File: src/rtl/fcbt_pkg.sv
// rtl/fcbt_pkg.sv - shared defaults, entry type and count-width helper for the FCBT result buffer
package fcbt_pkg;

    localparam int WIDTH_DEF     = 32;
    localparam int GID_WIDTH_DEF = 16;

    typedef struct packed {
        logic [GID_WIDTH_DEF-1:0] gid;
        logic [WIDTH_DEF-1:0]     data;
    } rb_entry_t;

    // Occupancy needs one bit more than the address so that DEPTH itself is representable
    function automatic int count_w(input int depth);
        return $clog2(depth) + 1;
    endfunction

endpackage

File: src/rtl/fcbt_rb_fifo.sv
// rtl/fcbt_rb_fifo.sv - result buffer storage: synchronous write, registered read port
module fcbt_rb_fifo #(
    parameter int DW    = 48,
    parameter int DEPTH = 16
) (
    input  logic                     clk,
    input  logic                     rst_n,
    input  logic                     wr_en_i,
    input  logic [$clog2(DEPTH)-1:0] wr_addr_i,
    input  logic [DW-1:0]            wr_data_i,
    input  logic                     rd_en_i,
    input  logic [$clog2(DEPTH)-1:0] rd_addr_i,
    output logic [DW-1:0]            rd_data_o
);

    logic [DW-1:0] mem_q [DEPTH];
    logic [DW-1:0] rd_data_q;

    always_ff @(posedge clk) begin
        if (wr_en_i) begin
            mem_q[wr_addr_i] <= wr_data_i;
        end
    end

    // The read register only updates on rd_en_i, so it holds the last head while idle
    always_ff @(posedge clk or negedge rst_n) begin
        if (!rst_n) begin
            rd_data_q <= '0;
        end else if (rd_en_i) begin
            rd_data_q <= mem_q[rd_addr_i];
        end
    end

    assign rd_data_o = rd_data_q;

endmodule

File: src/rtl/fcbt_result_buffer.sv
// rtl/fcbt_result_buffer.sv - gid-tagging result FIFO with hold backpressure; FCBT_RB_STATS_EN adds max_count/drop_count
module fcbt_result_buffer
    import fcbt_pkg::*;
#(
    parameter int WIDTH       = WIDTH_DEF,
    parameter int DEPTH       = 16,
    parameter int HOLD_MARGIN = 2,
    parameter int GID_WIDTH   = GID_WIDTH_DEF
) (
    input  logic                      clk,
    input  logic                      rst,
    input  logic [WIDTH-1:0]          acc_result,
    input  logic                      acc_valid,
    output logic                      hold_output,
    output logic [WIDTH-1:0]          out_data,
    output logic [GID_WIDTH-1:0]      out_gid,
    output logic                      out_valid,
    input  logic                      out_ready,
    output logic [count_w(DEPTH)-1:0] count,
    output logic                      overflow
`ifdef FCBT_RB_STATS_EN
    ,
    output logic [count_w(DEPTH)-1:0] max_count,
    output logic [15:0]               drop_count
`endif
);

    localparam int AW = $clog2(DEPTH);
    localparam int CW = count_w(DEPTH);
    localparam int EW = GID_WIDTH + WIDTH;
    localparam logic [CW-1:0] FULL_LVL = CW'(DEPTH);
    localparam logic [CW-1:0] HOLD_LVL = CW'(DEPTH - HOLD_MARGIN);

    // Pointers carry a wrap bit, so their difference is the occupancy directly
    logic [CW-1:0]        wptr_q, wptr_d;
    logic [CW-1:0]        rptr_q, rptr_d;
    logic [GID_WIDTH-1:0] gid_q, gid_d;
    logic                 valid_q, valid_d;
    logic                 hold_q, hold_d;
    logic                 ovf_q, ovf_d;

    logic [CW-1:0] occ;
    logic [CW-1:0] occ_d;
    logic          pop;
    logic          push;
    logic          drop;
    logic          load_head;
    logic [EW-1:0] head_entry;

    always_comb begin
        occ       = wptr_q - rptr_q;
        pop       = valid_q && out_ready;
        push      = acc_valid && ((occ != FULL_LVL) || pop);
        drop      = acc_valid && !push;
        // Head is only fetched from slots written at an earlier edge: no fall-through
        load_head = !valid_q && (occ != '0);
        wptr_d    = wptr_q + CW'(push);
        rptr_d    = rptr_q + CW'(pop);
        occ_d     = wptr_d - rptr_d;
        gid_d     = gid_q + GID_WIDTH'(acc_valid);
        valid_d   = load_head || (valid_q && !pop);
        hold_d    = (occ_d >= HOLD_LVL);
        ovf_d     = ovf_q || drop;
    end

    always_ff @(posedge clk or negedge rst) begin
        if (!rst) begin
            wptr_q  <= '0;
            rptr_q  <= '0;
            gid_q   <= '0;
            valid_q <= 1'b0;
            hold_q  <= 1'b0;
            ovf_q   <= 1'b0;
        end else begin
            wptr_q  <= wptr_d;
            rptr_q  <= rptr_d;
            gid_q   <= gid_d;
            valid_q <= valid_d;
            hold_q  <= hold_d;
            ovf_q   <= ovf_d;
        end
    end

    fcbt_rb_fifo #(
        .DW    (EW),
        .DEPTH (DEPTH)
    ) u_fifo (
        .clk       (clk),
        .rst_n     (rst),
        .wr_en_i   (push),
        .wr_addr_i (wptr_q[AW-1:0]),
        .wr_data_i ({gid_q, acc_result}),
        .rd_en_i   (load_head),
        .rd_addr_i (rptr_q[AW-1:0]),
        .rd_data_o (head_entry)
    );

    assign {out_gid, out_data} = head_entry;
    assign out_valid           = valid_q;
    assign count               = occ;
    assign hold_output         = hold_q;
    assign overflow            = ovf_q;

`ifdef FCBT_RB_STATS_EN
    logic [CW-1:0] max_q, max_d;
    logic [15:0]   drops_q, drops_d;

    always_comb begin
        max_d   = (occ_d > max_q) ? occ_d : max_q;
        drops_d = (drop && (drops_q != 16'hFFFF)) ? drops_q + 16'd1 : drops_q;
    end

    always_ff @(posedge clk or negedge rst) begin
        if (!rst) begin
            max_q   <= '0;
            drops_q <= '0;
        end else begin
            max_q   <= max_d;
            drops_q <= drops_d;
        end
    end

    assign max_count  = max_q;
    assign drop_count = drops_q;
`endif

endmodule

File: config.mk
export PLATFORM = sky130hd
export DESIGN_NAME = fcbt_result_buffer
export DESIGN_NICKNAME = d
export VERILOG_FILES = /design/src/rtl/fcbt_pkg.sv /design/src/rtl/fcbt_rb_fifo.sv /design/src/rtl/fcbt_result_buffer.sv
export SDC_FILE = /design/constraint.sdc
export NUM_CORES = 1
export LEC_CHECK = 0
export ABC_CLOCK_PERIOD_IN_PS = 14800
export BUFFER_PORTS_ARGS = -buffer_cell sky130_fd_sc_hd__buf_2
export CAP_MARGIN = 15
export CORE_MARGIN = 1
export CORE_UTILIZATION = 50
export DETAILED_ROUTE_END_ITERATION = 12
export GPL_TIMING_DRIVEN = 0
export PLACE_DENSITY = 0.73
export SLEW_MARGIN = 20
export SYNTH_ARGS = -nofsm -noshare
export SYNTH_HDL_FRONTEND = slang
export SYNTH_HIERARCHICAL = 1
export SYNTH_SLANG_ARGS = --single-unit
File: constraint.sdc
create_clock -name clk -period 14.8 [get_ports clk]
set_input_delay 1.48 -clock clk [delete_from_list [all_inputs] [get_ports clk]]
set_output_delay 1.48 -clock clk [all_outputs]
set_load 0.02 [all_outputs]
==> flow_summary.toml, run 1 <==
[placement]
placed_cell_area_sq_um = 34840
dpl.hpwl_mm = 45.37
io_buffers = 91
place_ws_ps = 9980
place_congestion = 0.7349
numPlacedInstances = 2427

[sta]
max_clock_freq_mhz = 201.3
finalSetupTns_ps = 0
setup-violations-final = 0
timing.clock.skew_ps = 24.06
worst-slew-pin-transition_ps = 951.6
maxSlewViolCount = 0
rsz_0062_raised_after_global_routing = "no"
min_period_ps = 4968
min_period_over_period_pct = 33.57
final_hold_viol_count = 0
relSlewSlack_pct = 36.22
finalWorstSetupSlack_ps = 9832

[clocking]
max-clock-path-buffers = 3
clock_sink_count = 845
cts_setup_buffers = 0
clk_pin_slew_ps = 60
tritoncts = "done"
ctsRootBufferMaster = "sky130_fd_sc_hd__clkbuf_16"
cts_inserted_buffers = 81
htree_levels = 3
cts.repair.resized = 0
cts_hold_repair.buffers = 0
clock_insertion_delay_worst_skew_ps = 620

[pwr]
p_sw_w = 0.002395
combinationalPowerShare_pct = 31.4
max-vdd-ir-drop_v = 0.0001115
p_int_w = 0.005204
p_per_area_nw_per_um2 = 202.5
p_leak_nw = 12.65
sw_frac_of_total_pct = 31.51
sequential_power_share_pct = 41.3
power_w = 0.007599
power.share.clock_pct = 27.3

[route]
wl_met3_mm = 5.133
antenna_violation_net_count_after_detailed_routing = 0
drt_first_pass_iters = 5
highest_layer = "met5"
routed_wl_mm = 72.20
detailedRoute.firstIterationViolations = 1561
wl_met1_mm = 27.84
dr_total_vias = 15765
post_detailed_route_wirelength_per_cell_um = 28.02
via_per_inst = 6.118
wl_met2_mm = 36.80
route.detailed.drc = 0

[logic_synthesis]
post_synth.cell_area_avg_sq_um = 22.55
library_cells_used_by_synthesis = 41
synth-async-reset-ratio_pct = 9.112
synth_edf_count = 768
mapped_nets = 1483
ys.flop_type = "sky130_fd_sc_hd__edfxtp_1"
synth_warnings = 6
synthesis.instances = 1431
seq_area_frac_synth_pct = 77.44
synth_seq_cells = 845
synthesized_cell_area_sq_um = 32270

[setup_path]
crit_top_cell = "sky130_fd_sc_hd__buf_4"
rr_worst_depth = 15
cp_max_fo = 9
reg2reg_to = "u_fifo/mem_q[12][18]"
cp_data_arrival_time_ps = 5270
timing.critical_path.to_type = "flip-flop"
crit_path_cell_trace = "inv_1 -> ha_1 -> fa_1 -> nor2b_1 -> o21ai_1 -> nand2b_1 -> xor2_1 -> inv_2 -> a31oi_1 -> nand3_1 -> nor3_2 -> buf_4 -> buf_4 -> buf_4 -> buf_4"
rrSetupSlack_ps = 9830
crit_type = "reg2reg"
timing.critical_path.slowest_cell_delay_ps = 840
critPathTopFamily = "simple AND/OR/NAND/NOR gates"
worst_ep_required_time_ps = 15100
cp_num_cells = 15
r2r-start = "wptr_q[0]"
critical-path-slowest-cell = "sky130_fd_sc_hd__nor3_2"
worstPathBufferInverterCount = 6
startpoint_types = "flip-flop"

[global_route]
grt-ovfl-total = 0
pin_count_of_the_biggest_net_entering_global_routing = 44
first_global_vias = 16492
globalRouteTotalUtil_pct = 22.49
grt_first_pass_wirelength_mm = 107.1
antenna_violations_before_repair = 4

[flow_run]
maxcap_violations = 0

[layout]
filler_cell_count = 4290
layout.nets = 1716
final_layout_size_suffix_gt1_share_pct = 31.52
area.growth.synth_to_final_pct = 16.31
postLayoutCellArea_sq_um = 37530
fin_cells = 2577

[worst_hold_path]
holdCritStartpoint = "overflow"
hold-path-endpoint = "overflow"
hold_class = "reg2reg"
hold-path-cell-count = 1

[run_status]
status = "finished clean"

[die]
die_area_sq_um = 65550
initial_util_pct = 50.87
core.rowCount = 92
coreArea_sq_um = 63430
die_width_um = 256.0
num_io_pins = 92
fp.dieH_um = 256.0
-- registers in the layout (all words and copies together) (netlist names) --
register / cells
gid_q: 16
wptr_q: 5
u_fifo/rd_data_o: 48
hold_output: 1
overflow: 1
out_valid: 1
rptr_q: 5
u_fifo/mem_q: 768
-- cell usage after synthesis, types with 14 or more instances --
master | n | area share (%)
sky130_fd_sc_hd__ha_1 | 14 | 0.54
sky130_fd_sc_hd__inv_1 | 15 | 0.17
sky130_fd_sc_hd__clkbuf_1 | 20 | 0.23
sky130_fd_sc_hd__dfrtp_1 | 77 | 6.0
sky130_fd_sc_hd__nor2_1 | 63 | 0.73
sky130_fd_sc_hd__buf_2 | 16 | 0.25
sky130_fd_sc_hd__mux2i_1 | 48 | 1.5
sky130_fd_sc_hd__buf_6 | 15 | 0.52
sky130_fd_sc_hd__edfxtp_1 | 768 | 71
sky130_fd_sc_hd__o22ai_1 | 48 | 0.93
sky130_fd_sc_hd__a221oi_1 | 37 | 1.0
sky130_fd_sc_hd__xnor2_1 | 17 | 0.46
sky130_fd_sc_hd__mux4_2 | 186 | 13
-- area by class of cell --
type	count	area (sq um)	area share, %
clock inverter	38	366.6	0.9769
sequential	845	24990	66.59
clock buffer	110	2321	6.185
buffer	74	556.8	1.484
tap	846	1059	2.821
timing repair buffer	150	1400	3.731
antenna	2	5.005	0.01334
inverter	17	77.57	0.2067
multi-input combinational	495	6754	18.00
-- cell usage in the layout (no fill, tap or decap), types with 17 or more instances in the layout --
| cell | n |
|---|---|
| sky130_fd_sc_hd__buf_2 | 106 |
| sky130_fd_sc_hd__nor2_1 | 51 |
| sky130_fd_sc_hd__buf_4 | 39 |
| sky130_fd_sc_hd__buf_6 | 18 |
| sky130_fd_sc_hd__dfrtp_1 | 77 |
| sky130_fd_sc_hd__mux2i_1 | 48 |
| sky130_fd_sc_hd__clkbuf_16 | 85 |
| sky130_fd_sc_hd__o22ai_1 | 48 |
| sky130_fd_sc_hd__mux4_2 | 186 |
| sky130_fd_sc_hd__xnor2_1 | 17 |
| sky130_fd_sc_hd__edfxtp_1 | 768 |
| sky130_fd_sc_hd__a221oi_1 | 37 |
| sky130_fd_sc_hd__clkbuf_1 | 35 |
-- metal layers --
metal  track usage [%]  vias up
li1                  -     6494
met1             29.33     8372
met2             37.96      746
met3             3.803      149
met4             8.799        4
met5                 0        -
-- kinds of logic (layout without fill, tap and decap cells) --
group,count (synthesis),count (layout),share of synthesized area (%)
DFF,845,845,77.44
adders and majority gates,16,16,0.6670
and+or+nand+nor,106,106,1.520
buffers and inverters,91,389,1.966
muxes,240,240,14.96
other,0,2,0
AOI/OAI and AO/OA,106,106,2.664
xor gates and xnor gates,27,27,0.7794
-- how the worst max path moves through the flow --
| stage | from | end |
|---|---|---|
| after global placement | wptr_q[0] | u_fifo/mem_q[0][23] |
| after global routing | wptr_q[0] | u_fifo/mem_q[12][18] |
| after CTS | wptr_q[0] | u_fifo/mem_q[12][18] |
| after detailed placement | wptr_q[0] | u_fifo/mem_q[12][23] |
| final | wptr_q[0] | u_fifo/mem_q[12][18] |
| after floorplan | wptr_q[0] | u_fifo/mem_q[0][0] |
-- worst reg2reg max path: cells and delay by family, from the launching register on --
family                     cells  cell delay [ps]
DFF                            1              550
buffers and inverters          6             1100
AOI/OAI and AO/OA              2              550
adders and majority gates      2              680
and+or+nand+nor                4             1480
xor gates and xnor gates       1              280
-- stage by stage --
step	hold slack (ps)	util, %
floorplan	484.9	-
global placement	448.1	53.26
detailed placement	452.6	54.92
CTS	463.1	59.16
global route	496.4	59.17
finish	459.5	59.17
-- power groups by stage --
stage                     registers, W  logic, W  clock network (W)
after global placement         0.00321   0.00223                  0
final                          0.00314   0.00239            0.00207
after floorplan                0.00322   0.00154                  0
after detailed placement       0.00319   0.00238                  0
after CTS                      0.00314   0.00240            0.00210
after global routing           0.00317   0.00253            0.00219
No activity file was read; power rests on OpenSTA's default activity.
==> run 2, diff against run 1 <==
--- a/config.mk
+++ b/config.mk
@@ -5,7 +5,8 @@
 export SDC_FILE = /design/constraint.sdc
 export NUM_CORES = 1
 export LEC_CHECK = 0
-export ABC_CLOCK_PERIOD_IN_PS = 14800
+export ABC_AREA = 1
+export ABC_CLOCK_PERIOD_IN_PS = 5050
 export BUFFER_PORTS_ARGS = -buffer_cell sky130_fd_sc_hd__buf_2
 export CAP_MARGIN = 15
 export CORE_MARGIN = 1
==> constraint.sdc (replaced) <==
create_clock -name clk -period 5.05 [get_ports clk]
set_input_delay 0.505 -clock clk [delete_from_list [all_inputs] [get_ports clk]]
set_output_delay 0.505 -clock clk [all_outputs]
set_load 0.02 [all_outputs]
==> run 2 against run 1 <==
  * Global-route usage is 4.4 points higher
  * Clock power grew to 3.1 times the previous value
  * Routed wire length is 29% higher
  * Sequential power grew to 2.9 times the previous value
  * Maximum frequency is 30% higher
  * Clock skew is 5.8 ps higher
  * Non-clock buffer count is 73 higher
  * Count of clock-buffer cells in the layout is 3 lower
  * Register-to-register slack worse by 8600 ps
  * Critical endpoint is now u_fifo/mem_q[15][36]
  * Highest routed layer is now met4
==> flow_summary.toml, run 2 <==
[run_status]
status = "finished clean"

[logic_synthesis]
synthesis.instances = 2936
synth-async-reset-ratio_pct = 9.112
post_synth.cell_area_avg_sq_um = 11.71
ys.flop_type = "sky130_fd_sc_hd__edfxtp_1"
seq_area_frac_synth_pct = 72.67
synth_top_area_share_pct = 67.06
library_cells_used_by_synthesis = 28
post-synth-top-count-cell = "sky130_fd_sc_hd__nand2_1"
synthesized_cell_area_sq_um = 34390
synth_edf_count = 768
synth_seq_cells = 845
yosys-top-cells-area = "sky130_fd_sc_hd__edfxtp_1, sky130_fd_sc_hd__nand2_1, sky130_fd_sc_hd__nand3_1, sky130_fd_sc_hd__dfrtp_1, sky130_fd_sc_hd__buf_2"
mapped_nets = 2988
yosysTopAreaCell = "sky130_fd_sc_hd__edfxtp_1"
synth_warnings = 6
synth.cells.most_frequent = "sky130_fd_sc_hd__nand2_1, sky130_fd_sc_hd__edfxtp_1, sky130_fd_sc_hd__nand3_1"

[sta]
rsz_0062_raised_after_global_routing = "no"
timing.clock.skew_ps = 29.87
maxSlewViolCount = 0
min_period_over_period_pct = 75.56
max_clock_freq_mhz = 262.1
final_hold_viol_count = 0
setup-violations-final = 0
worst-slew-pin-transition_ps = 1224
min_period_ps = 3816
relSlewSlack_pct = 18.41

[setup_path]
worstPathBufferInverterCount = 4
crit_type = "reg2reg"
crit_top_cell = "sky130_fd_sc_hd__nand3_1"
startpoint_types = "flip-flop"
crit_path_cell_trace = "inv_1 -> ha_1 -> fa_1 -> inv_1 -> nand3_1 -> nand2_1 -> nand2_1 -> nand3_1 -> nor2_1 -> nor2_1 -> nand3_1 -> nor2_4 -> buf_16 -> buf_16"
timing.critical_path.to_type = "flip-flop"
timing.critical_path.slowest_cell_delay_ps = 720
cp_max_fo = 17
critical-path-slowest-cell = "sky130_fd_sc_hd__nor2_4"
cp_data_arrival_time_ps = 4130
worst_ep_required_time_ps = 5370
critPathTopFamily = "simple AND/OR/NAND/NOR gates"

[flow_run]
maxcap_violations = 0

[pwr]
max-vdd-ir-drop_v = 0.0007236
power_w = 0.02528
p_per_area_nw_per_um2 = 634.6
p_leak_nw = 15.54

[layout]
final_util_pct = 58.90
layout.nets = 3203
fin_cells = 4094
mostFrequentLayoutCell = "sky130_fd_sc_hd__nand2_1"
filler_cell_count = 5052
largest_register_ff_count = 768
final_layout_size_suffix_gt1_share_pct = 13.29
layout.cells.most_common_list = "sky130_fd_sc_hd__nand2_1, sky130_fd_sc_hd__edfxtp_1, sky130_fd_sc_hd__nand3_1, sky130_fd_sc_hd__buf_2, sky130_fd_sc_hd__clkbuf_16"
area.growth.synth_to_final_pct = 15.85
max_flop_register = "u_fifo/mem_q"

[route]
via_per_inst = 5.761
antenna_violation_net_count_after_detailed_routing = 0
post_detailed_route_wirelength_per_cell_um = 22.79
route.detailed.drc = 0
routed_wl_mm = 93.32
dr_total_vias = 23586
detailedRoute.firstIterationViolations = 2798
drt_first_pass_iters = 5

[global_route]
globalRouteTotalUtil_pct = 26.86
first_global_vias = 22710
grt_first_pass_wirelength_mm = 138.3
grt-ovfl-total = 0
antenna_violations_before_repair = 1
pin_count_of_the_biggest_net_entering_global_routing = 50

[clocking]
clk_pin_slew_ps = 60
ctsRootBufferMaster = "sky130_fd_sc_hd__clkbuf_16"
htree_levels = 3
cts_setup_buffers = 0
tritoncts = "done"
max-clock-path-buffers = 3
clock_sink_count = 845
cts_inserted_buffers = 84
clock_insertion_delay_worst_skew_ps = 630

[placement]
io_buffers = 91
numPlacedInstances = 3937
dpl.hpwl_mm = 60.43
place_congestion = 0.8199

[die]
coreArea_sq_um = 67630
initial_util_pct = 50.84
die_area_sq_um = 69830
core.rowCount = 95
die_width_um = 264.3
fp.dieH_um = 264.3
num_io_pins = 92

[worst_hold_path]
hold_class = "in2reg"
[run 2: cell count changes in the layout (fill, tap and decap cells not counted), moves of 48 or more]
cell	previous run	this run
sky130_fd_sc_hd__nand2_1	7	1199
sky130_fd_sc_hd__nand3_1	13	596
sky130_fd_sc_hd__mux4_2	186	0
sky130_fd_sc_hd__buf_2	106	162
sky130_fd_sc_hd__mux2i_1	48	0
sky130_fd_sc_hd__o22ai_1	48	0
[run 2: final cells by class]
class | instances | area [sq um] | area share (%)
diodes | 1 | 2.502 | 0.006281
clock buffers | 107 | 2366 | 5.939
clock inverters | 48 | 518.0 | 1.300
inverters | 43 | 168.9 | 0.4240
repair buffers | 129 | 1353 | 3.395
well taps | 873 | 1092 | 2.742
multi-input cells | 1880 | 8243 | 20.69
plain buffers | 168 | 1107 | 2.779
flip-flops and latches | 845 | 24990 | 62.72
[run 2: worst reg2reg max path, stage by stage (launching register included)]
cell	delay, ps
sky130_fd_sc_hd__dfrtp_1	450
sky130_fd_sc_hd__inv_1	70
sky130_fd_sc_hd__ha_1	220
sky130_fd_sc_hd__fa_1	380
sky130_fd_sc_hd__inv_1	80
sky130_fd_sc_hd__nand3_1	80
sky130_fd_sc_hd__nand2_1	80
sky130_fd_sc_hd__nand2_1	60
sky130_fd_sc_hd__nand3_1	60
sky130_fd_sc_hd__nor2_1	60
sky130_fd_sc_hd__nor2_1	360
sky130_fd_sc_hd__nand3_1	420
sky130_fd_sc_hd__nor2_4	720
sky130_fd_sc_hd__buf_16	260
sky130_fd_sc_hd__buf_16	200
[run 2: per-stage QoR]
stage / setup TNS [ps] / setup WS, ps / hold WS (ps) / cell area (sq um)
floorplan: 0 / 692.6 / 209.4 / 34390
global placement: -1297770 / -1990 / 452.2 / 35940
detailed placement: 0 / 1229 / 430.4 / 36940
CTS: 0 / 1206 / 172.2 / 39840
global route: 0 / 957.8 / 204.0 / 39840
finish: 0 / 1234 / 188.7 / 39840
[run 2: cells by family (layout without fill, tap and decap cells)]
logic type / Yosys count / count (layout) / share of synthesized area, %
AND/OR/NAND/NOR: 1839 / 1839 / 22.40
flip-flops: 845 / 845 / 72.67
buffers and inverters: 211 / 495 / 3.711
XOR/XNOR: 20 / 20 / 0.5094
adder cells (fa/ha/maj): 16 / 16 / 0.6258
AO/OA/AOI/OAI: 5 / 5 / 0.08733
other: 0 / 1 / 0
[run 2: metal layers]
metal | share of wire [%] | vias to the layer above | global-route usage (%)
li1 | - | 10577 | -
met1 | 38 | 11347 | 36.55
met2 | 47 | 1443 | 42.57
met3 | 12 | 219 | 4.661
met4 | 3.9 | 0 | 11.97
met5 | 0 | - | 0
[run 2: timing repair]
item,CTS,global route
hold buffers,1,0
hold endpoints to repair,28,0
gates resized for setup,0,0
[run 2: final timing paths]
path / to / depth (start not counted) / start / slack, ps
max in group asynchronous: wptr_q[0] / 3 / rst / 4120
max: u_fifo/mem_q[15][36] / 14 / wptr_q[0] / 1230
min: out_valid / 4 / out_ready / 190
min in group asynchronous: u_fifo/rd_data_o[29] / 2 / rst / 330
max reg2reg: u_fifo/mem_q[15][36] / 14 / wptr_q[0] / 1230
min reg2reg: overflow / 2 / overflow / 470
[run 2: where the power goes]
| part | switching, W | internal [W] |
|---|---|---|
| clock | 0.00262 | 0.00384 |
| combinational | 0.00677 | 0.00287 |
| sequential | 0.000474 | 0.00871 |
